## src/rtl/ysyx_25030085_pkg.sv

```systemverilog
// Shared constants and the writeback entry type used by the ysyx_25030085 writeback unit.
package ysyx_25030085_pkg;

  localparam int NR_REGS    = 32;
  localparam int ADDR_W     = $clog2(NR_REGS);
  localparam int DATA_W     = 32;
  localparam int FIFO_DEPTH = 4;

  typedef struct packed {
    logic [ADDR_W-1:0] rd;
    logic [DATA_W-1:0] data;
  } wb_entry_t;

endpackage

```

## src/rtl/ysyx_25030085_wb_fifo.sv

```systemverilog
// In-order buffer of pending ALU writeback entries; DEPTH must be a power of two, >= 2.
module ysyx_25030085_wb_fifo
  import ysyx_25030085_pkg::*;
#(
  parameter int DEPTH = FIFO_DEPTH
) (
  input  logic      clk,
  input  logic      rst_n,
  input  logic      push_i,
  input  wb_entry_t entry_i,
  input  logic      pop_i,
  output wb_entry_t head_o,
  output logic      full_o,
  output logic      empty_o
);

  localparam int PTR_W = $clog2(DEPTH);

  logic [PTR_W-1:0] wr_ptr_q, rd_ptr_q;
  logic [PTR_W:0]   count_q;
  wb_entry_t        mem_q [DEPTH];

  // NOTE: sequential state uses non-blocking assignments so every register samples pre-edge values.
  always_ff @(posedge clk or negedge rst_n) begin
    if (!rst_n) begin
      wr_ptr_q <= '0;
      rd_ptr_q <= '0;
      count_q  <= '0;
    end else begin
      if (push_i) wr_ptr_q <= wr_ptr_q + 1'b1;
      if (pop_i)  rd_ptr_q <= rd_ptr_q + 1'b1;
      case ({push_i, pop_i})
        2'b10:   count_q <= count_q + 1'b1;
        2'b01:   count_q <= count_q - 1'b1;
        default: count_q <= count_q;
      endcase
    end
  end

  // NOTE: storage is deliberately not reset; count_q alone decides which entries are valid.
  always_ff @(posedge clk) begin
    if (push_i) mem_q[wr_ptr_q] <= entry_i;
  end

  assign head_o  = mem_q[rd_ptr_q];
  assign full_o  = (count_q == (PTR_W+1)'(DEPTH));
  assign empty_o = (count_q == '0);

endmodule

```

## src/rtl/ysyx_25030085_wbu.sv

```systemverilog
// Writeback unit: LSU > buffered ALU > ALU bypass select, registered regfile write, busy scoreboard.
// Optional perf counters are enabled by defining YSYX_25030085_WBU_PERF_EN.
module ysyx_25030085_wbu
  import ysyx_25030085_pkg::*;
(
  input  logic               clk,
  input  logic               rst_n,
  input  logic               iss_valid,
  input  logic [ADDR_W-1:0]  iss_rd,
  output logic               iss_ready,
  output logic [NR_REGS-1:0] busy,
  input  logic               alu_valid,
  output logic               alu_ready,
  input  logic [ADDR_W-1:0]  alu_rd,
  input  logic [DATA_W-1:0]  alu_data,
  input  logic               lsu_valid,
  input  logic [ADDR_W-1:0]  lsu_rd,
  input  logic [DATA_W-1:0]  lsu_data,
  output logic               rf_wen,
  output logic [ADDR_W-1:0]  rf_waddr,
  output logic [DATA_W-1:0]  rf_wdata
`ifdef YSYX_25030085_WBU_PERF_EN
  ,
  output logic [31:0]        perf_commits,
  output logic [31:0]        perf_stalls
`endif
);

  logic      fifo_full, fifo_empty, fifo_push, fifo_pop;
  wb_entry_t fifo_head, alu_entry, lsu_entry, sel_entry;
  logic      alu_fire, bypass, sel_valid;

  logic               rf_wen_d, rf_wen_q;
  logic [ADDR_W-1:0]  rf_waddr_q;
  logic [DATA_W-1:0]  rf_wdata_q;
  logic [NR_REGS-1:0] busy_q, busy_d, set_mask, clr_mask;
  logic               iss_fire;

  assign alu_entry = '{rd: alu_rd, data: alu_data};
  assign lsu_entry = '{rd: lsu_rd, data: lsu_data};
  assign alu_ready = !fifo_full;
  assign alu_fire  = alu_valid && alu_ready;

  // NOTE: every combinational output gets a default first, so no path can infer a latch.
  always_comb begin
    sel_valid = 1'b0;
    sel_entry = alu_entry;
    fifo_pop  = 1'b0;
    bypass    = 1'b0;
    if (lsu_valid) begin
      sel_valid = 1'b1;
      sel_entry = lsu_entry;
    end else if (!fifo_empty) begin
      sel_valid = 1'b1;
      sel_entry = fifo_head;
      fifo_pop  = 1'b1;
    end else if (alu_fire) begin
      sel_valid = 1'b1;
      bypass    = 1'b1;
    end
  end

  assign fifo_push = alu_fire && !bypass;
  // x0 entries still drain through the pipe but never reach the regfile.
  assign rf_wen_d  = sel_valid && (sel_entry.rd != '0);

  ysyx_25030085_wb_fifo #(.DEPTH(FIFO_DEPTH)) u_fifo (
    .clk     (clk),
    .rst_n   (rst_n),
    .push_i  (fifo_push),
    .entry_i (alu_entry),
    .pop_i   (fifo_pop),
    .head_o  (fifo_head),
    .full_o  (fifo_full),
    .empty_o (fifo_empty)
  );

  always_ff @(posedge clk or negedge rst_n) begin
    if (!rst_n) begin
      rf_wen_q   <= 1'b0;
      rf_waddr_q <= '0;
      rf_wdata_q <= '0;
    end else begin
      rf_wen_q <= rf_wen_d;
      if (sel_valid) begin
        rf_waddr_q <= sel_entry.rd;
        rf_wdata_q <= sel_entry.data;
      end
    end
  end

  assign rf_wen   = rf_wen_q;
  assign rf_waddr = rf_waddr_q;
  assign rf_wdata = rf_wdata_q;

  // Scoreboard: set at issue, cleared on the edge that registers the write.
  assign iss_ready = !busy_q[iss_rd];
  assign iss_fire  = iss_valid && iss_ready && (iss_rd != '0);

  always_comb begin
    set_mask = '0;
    clr_mask = '0;
    if (iss_fire) set_mask[iss_rd] = 1'b1;
    if (rf_wen_d) clr_mask[sel_entry.rd] = 1'b1;
    busy_d = (busy_q & ~clr_mask) | set_mask;
  end

  always_ff @(posedge clk or negedge rst_n) begin
    if (!rst_n) busy_q <= '0;
    else        busy_q <= busy_d;
  end

  assign busy = busy_q;

  a_no_set_clr_same: assert property (@(posedge clk) disable iff (!rst_n)
    !(iss_fire && rf_wen_d && (iss_rd == sel_entry.rd)));

`ifdef YSYX_25030085_WBU_PERF_EN
  logic [31:0] commits_q, stalls_q;

  always_ff @(posedge clk or negedge rst_n) begin
    if (!rst_n) begin
      commits_q <= '0;
      stalls_q  <= '0;
    end else begin
      if (rf_wen_d)               commits_q <= commits_q + 32'd1;
      if (alu_valid && !alu_ready) stalls_q <= stalls_q + 32'd1;
    end
  end

  assign perf_commits = commits_q;
  assign perf_stalls  = stalls_q;
`endif

endmodule
```

## config.mk

```make
export PLATFORM = sky130hd
export DESIGN_NAME = ysyx_25030085_wbu
export DESIGN_NICKNAME = d
export VERILOG_FILES = /design/src/rtl/ysyx_25030085_pkg.sv /design/src/rtl/ysyx_25030085_wb_fifo.sv /design/src/rtl/ysyx_25030085_wbu.sv
export SDC_FILE = /design/constraint.sdc
export NUM_CORES = 1
export LEC_CHECK = 0
export CORE_UTILIZATION = 24
export CTS_CLUSTER_SIZE = 30
export DETAILED_ROUTE_END_ITERATION = 10
export GPL_ROUTABILITY_DRIVEN = 0
export GPL_TIMING_DRIVEN = 0
export PLACE_DENSITY = 0.46
export SLEW_MARGIN = 10
export SYNTH_ARGS = -nofsm -noshare
export SYNTH_HDL_FRONTEND = slang
export SYNTH_SLANG_ARGS = --single-unit
```

## constraint.sdc

```tcl
create_clock -name clk -period 2.75 [get_ports clk]
set_input_delay 0.825 -clock clk [delete_from_list [all_inputs] [get_ports clk]]
set_output_delay 0.825 -clock clk [all_outputs]
set_load 0.01 [all_outputs]
```

==> out/metrics.csv <==
stage,metric,value,unit
run_status,status,"finished, violations left",
run_status,violated checks,negative setup slack,
power_and_ir_drop,Total Power,12.87,mW
cts,H-tree Lvls,1,
final_layout,layout filler cell count,3941,
grt,initial antenna violation count,0,
cts,worst-skew pair later-pin latency,0.53,ns
routing,DRT Wirelength,28.00,mm
sta,final hold violations,0,
final_layout,share of layout cells above drive strength 1,15.12,%
power_and_ir_drop,peak supply drop,0.3953,mV
yosys,"EDFF count, synth",148,
sta,Max Fclk,319.1,MHz
yosys,synthesized instance count,678,
setup_path,crit-path max FO,6,
setup_path,worst setup path start,iss_rd[0],
routing,DR vias,6315,
placed_design,Port Buffers,155,
yosys,Synth Cell Area,9582,µm²
cts,Root Buffer,clkbuf_16,
setup_path,CP bufs+invs,6,
final_layout,"commonest cells after routing, fill and taps aside","edfxtp_1 (148), clkdlybuf4s50_1 (147), nor2_1 (104)",
routing,Vias per Instance,4.476,
floorplanning,Die ar.,40730,µm²
power_and_ir_drop,Lkg Pwr,4.577,nW
sta,Max-slew headroom,48.21,%
final_layout,antenna diode count,0,
cts,Clock Tree Buf Depth,3,
sta,Worst Skew,0.009531,ns
cts,clock slew at reported path FFs,0.06,ns
floorplanning,IO Count,156,
placed_design,pre-CTS setup slack,-1.355,ns
sta,worst-margin pin slew,0.7768,ns
sta,# setup viols final,1,
sta,fin crit share,114.0,%
floorplanning,Die W,201.8,µm
floorplanning,Die Height,201.8,µm
setup_path,"Max stage delay cell, worst path",mux4_1,
setup_path,Max stage delay on crit path,0.57,ns
setup_path,worst reg2reg path startpoint,busy[19],
final_layout,Area Overhead vs Synth,34.19,%
grt,met2 Track Usage GR,21.92,%
grt,Total Routing Usage GR,13.72,%
setup_path,critical path class,input pin to output port,
final_layout,Finished Layout Cells,1411,
routing,drt first pass iters,5,
setup_path,WP data arrival,2.31,ns
yosys,"Seq/Total Area, Yosys",66.49,%
sta,fin worst setup slack,-0.3842,ns
yosys,syn_area_per_cell,14.13,µm²
grt,grt met3 use,2.967,%
placed_design,DP HPWL,18.56,mm
grt,vias in the first global route,6748,
routing,drt drc,0,
grt,grt met1 use,19.17,%
routing,routed length per placed instance,19.85,µm
yosys,YS warnings,0,
sta,Final Max Slew Viols,0,
yosys,Netlist cell types,43,
final_layout,finished layout cell area,12860,µm²
cts,Sink Count,225,
yosys,#FFs+latches synth,225,
cts,Num CTS Buffers,27,
cts,CTS tree,yes,
grt,GRT busiest layer,met2,
sta,Final min period,3.134,ns
job,MaxCap Viol Count,0,
setup_path,type of origin of the critical path,input pin,
final_layout,Multi-input gate area,2990,µm²
sta,RSZ-0062 raised after global routing,yes,
yosys,share of flip-flops with an asynchronous set or reset,34.22,%
yosys,syn nets,768,
placed_design,placed cell areas,11890,µm²
yosys,Post-synth top flop,edfxtp_1,
final_layout,# nets final,963,
floorplanning,Site Rows,72,
setup_path,worst-path cell chain,buf_8 -> buf_12 -> buf_4 -> mux4_1 -> inv_1 -> o22ai_2 -> or2_4 -> inv_2 -> buf_6,
setup_path,critical path capture point type,output port,
grt,first-pass GRT wire length,42.19,mm
floorplanning,Initial Utilization,24.56,%
routing,post-route ant nets,0,
routing,initial DRC count,442,
floorplanning,Core ar.,39010,µm²
worst_hold_path,HP Class,input pin to asynchronous set/reset pin,
power_and_ir_drop,PwrDens,1001,nW/µm²
setup_path,"Data required, critical path",1.93,ns
setup_path,Top delay family on crit path,buffers and inverters,
grt,GR Overflow Total,0,
final_layout,"most common cell after layout, fill and taps aside",edfxtp_1,
placed_design,Placed Cells,1356,
grt,largest net degree at the start of global routing,48,
final_layout,register area,6371,µm²
synth_stat cells (5+ instances only):
master    number  area (µm²)
edfxtp_1     148        4444
nor2_1       104       390.4
dfrtp_1       77        1927
o21ai_0       56       280.3
a21oi_1       38       190.2
mux4_2        37       833.3
nor3b_1       35       262.8
nor3_1        33       165.2
clkbuf_1      29       108.9
nand2_1       15       56.30
inv_1         13       48.80
nand3_1       12       60.06
mux4_1         8       210.2
o21ai_1        8       40.04
buf_2          5       25.02
ha_1           5       62.56
worst reg2reg max path, delay by kind of cell, from the launching register on:
family / cells / cell delay (ns)
AO/OA/AOI/OAI: 2 / 0.35
buffers and inverters: 2 / 0.32
AND/OR/NAND/NOR: 3 / 0.93
flip-flops: 1 / 0.42
multiplexers: 1 / 0.49
timing repair:
action / in CTS / in global routing
resized for setup: 30 / 18
gates cloned: 2 / 0
pin swaps: 4 / 3
endpoints found under the hold margin: 0 / 0
setup buffers: 7 / 1
setup endpoints to repair: 211 / 125
hold buffers: 0 / 0
layout make-up:
class	instances	share of cell area, %
flip-flops and latches	225	49.55
multi-input cells	399	23.26
repair buffers	170	13.53
clock buffers	39	5.761
well taps	518	5.041
plain buffers	37	1.722
clock inverters	10	0.7591
inverters	13	0.3795
per-stage QoR:
stage          TNS [ns]  util [%]  hold slack, ns
3_3_place_gp    -536.71     30.19          0.4804
3_5_place_dp    -184.82     30.48          0.4875
4_1_cts         -0.3962     32.88          0.2493
2_1_floorplan   -0.4052         -          0.4766
6_report        -0.3842     32.96          0.2671
5_1_grt         -0.4472     32.96          0.2762
logic make-up after synthesis:
group           count (synthesis)  synth area share (%)
xor+xnor                        6                0.5485
compound gates                116                 6.503
fa+ha+maj                       6                0.8619
flops                         225                 66.49
simple gates                  220                 11.35
buf+inv                        54                 2.677
mux                            51                 11.57
metal layers:
layer  routed length [µm]  share of wire, %
met3                 1774               6.3
met1                12950                46
met5                    0                 0
met4                  450               1.6
met2                12830                46
path summary, 6_finish.rpt:
path / to / slack, ns / cells past startpoint
worst min-delay path: rf_wdata[7] / 0.27 / 1
max in group asynchronous: rf_wdata[22] / 1.83 / 2
worst max-delay path: iss_ready / -0.38 / 9
worst min register to register: busy[0] / 0.49 / 1
worst max register to register: busy[30] / 0.17 / 8
min in group clk: busy[0] / 0.49 / 1
report_power, final:
part	leakage (nW)	switching [mW]	internal (mW)
logic	1.87	2.27	2.16
registers	2.30	0.482	4.57
clock network	0.407	1.35	2.04
total	4.58	4.10	8.77
state kept, by name, summed over array words and instances, names as in the netlist:
register	cells
rf_wdata	32
rf_wen	1
u_fifo.count_q	3
u_fifo.mem_q	148
u_fifo.wr_ptr_q	2
busy	32
u_fifo.rd_ptr_q	2
rf_waddr	5
Note: power is estimated with default switching activity, not from simulation.
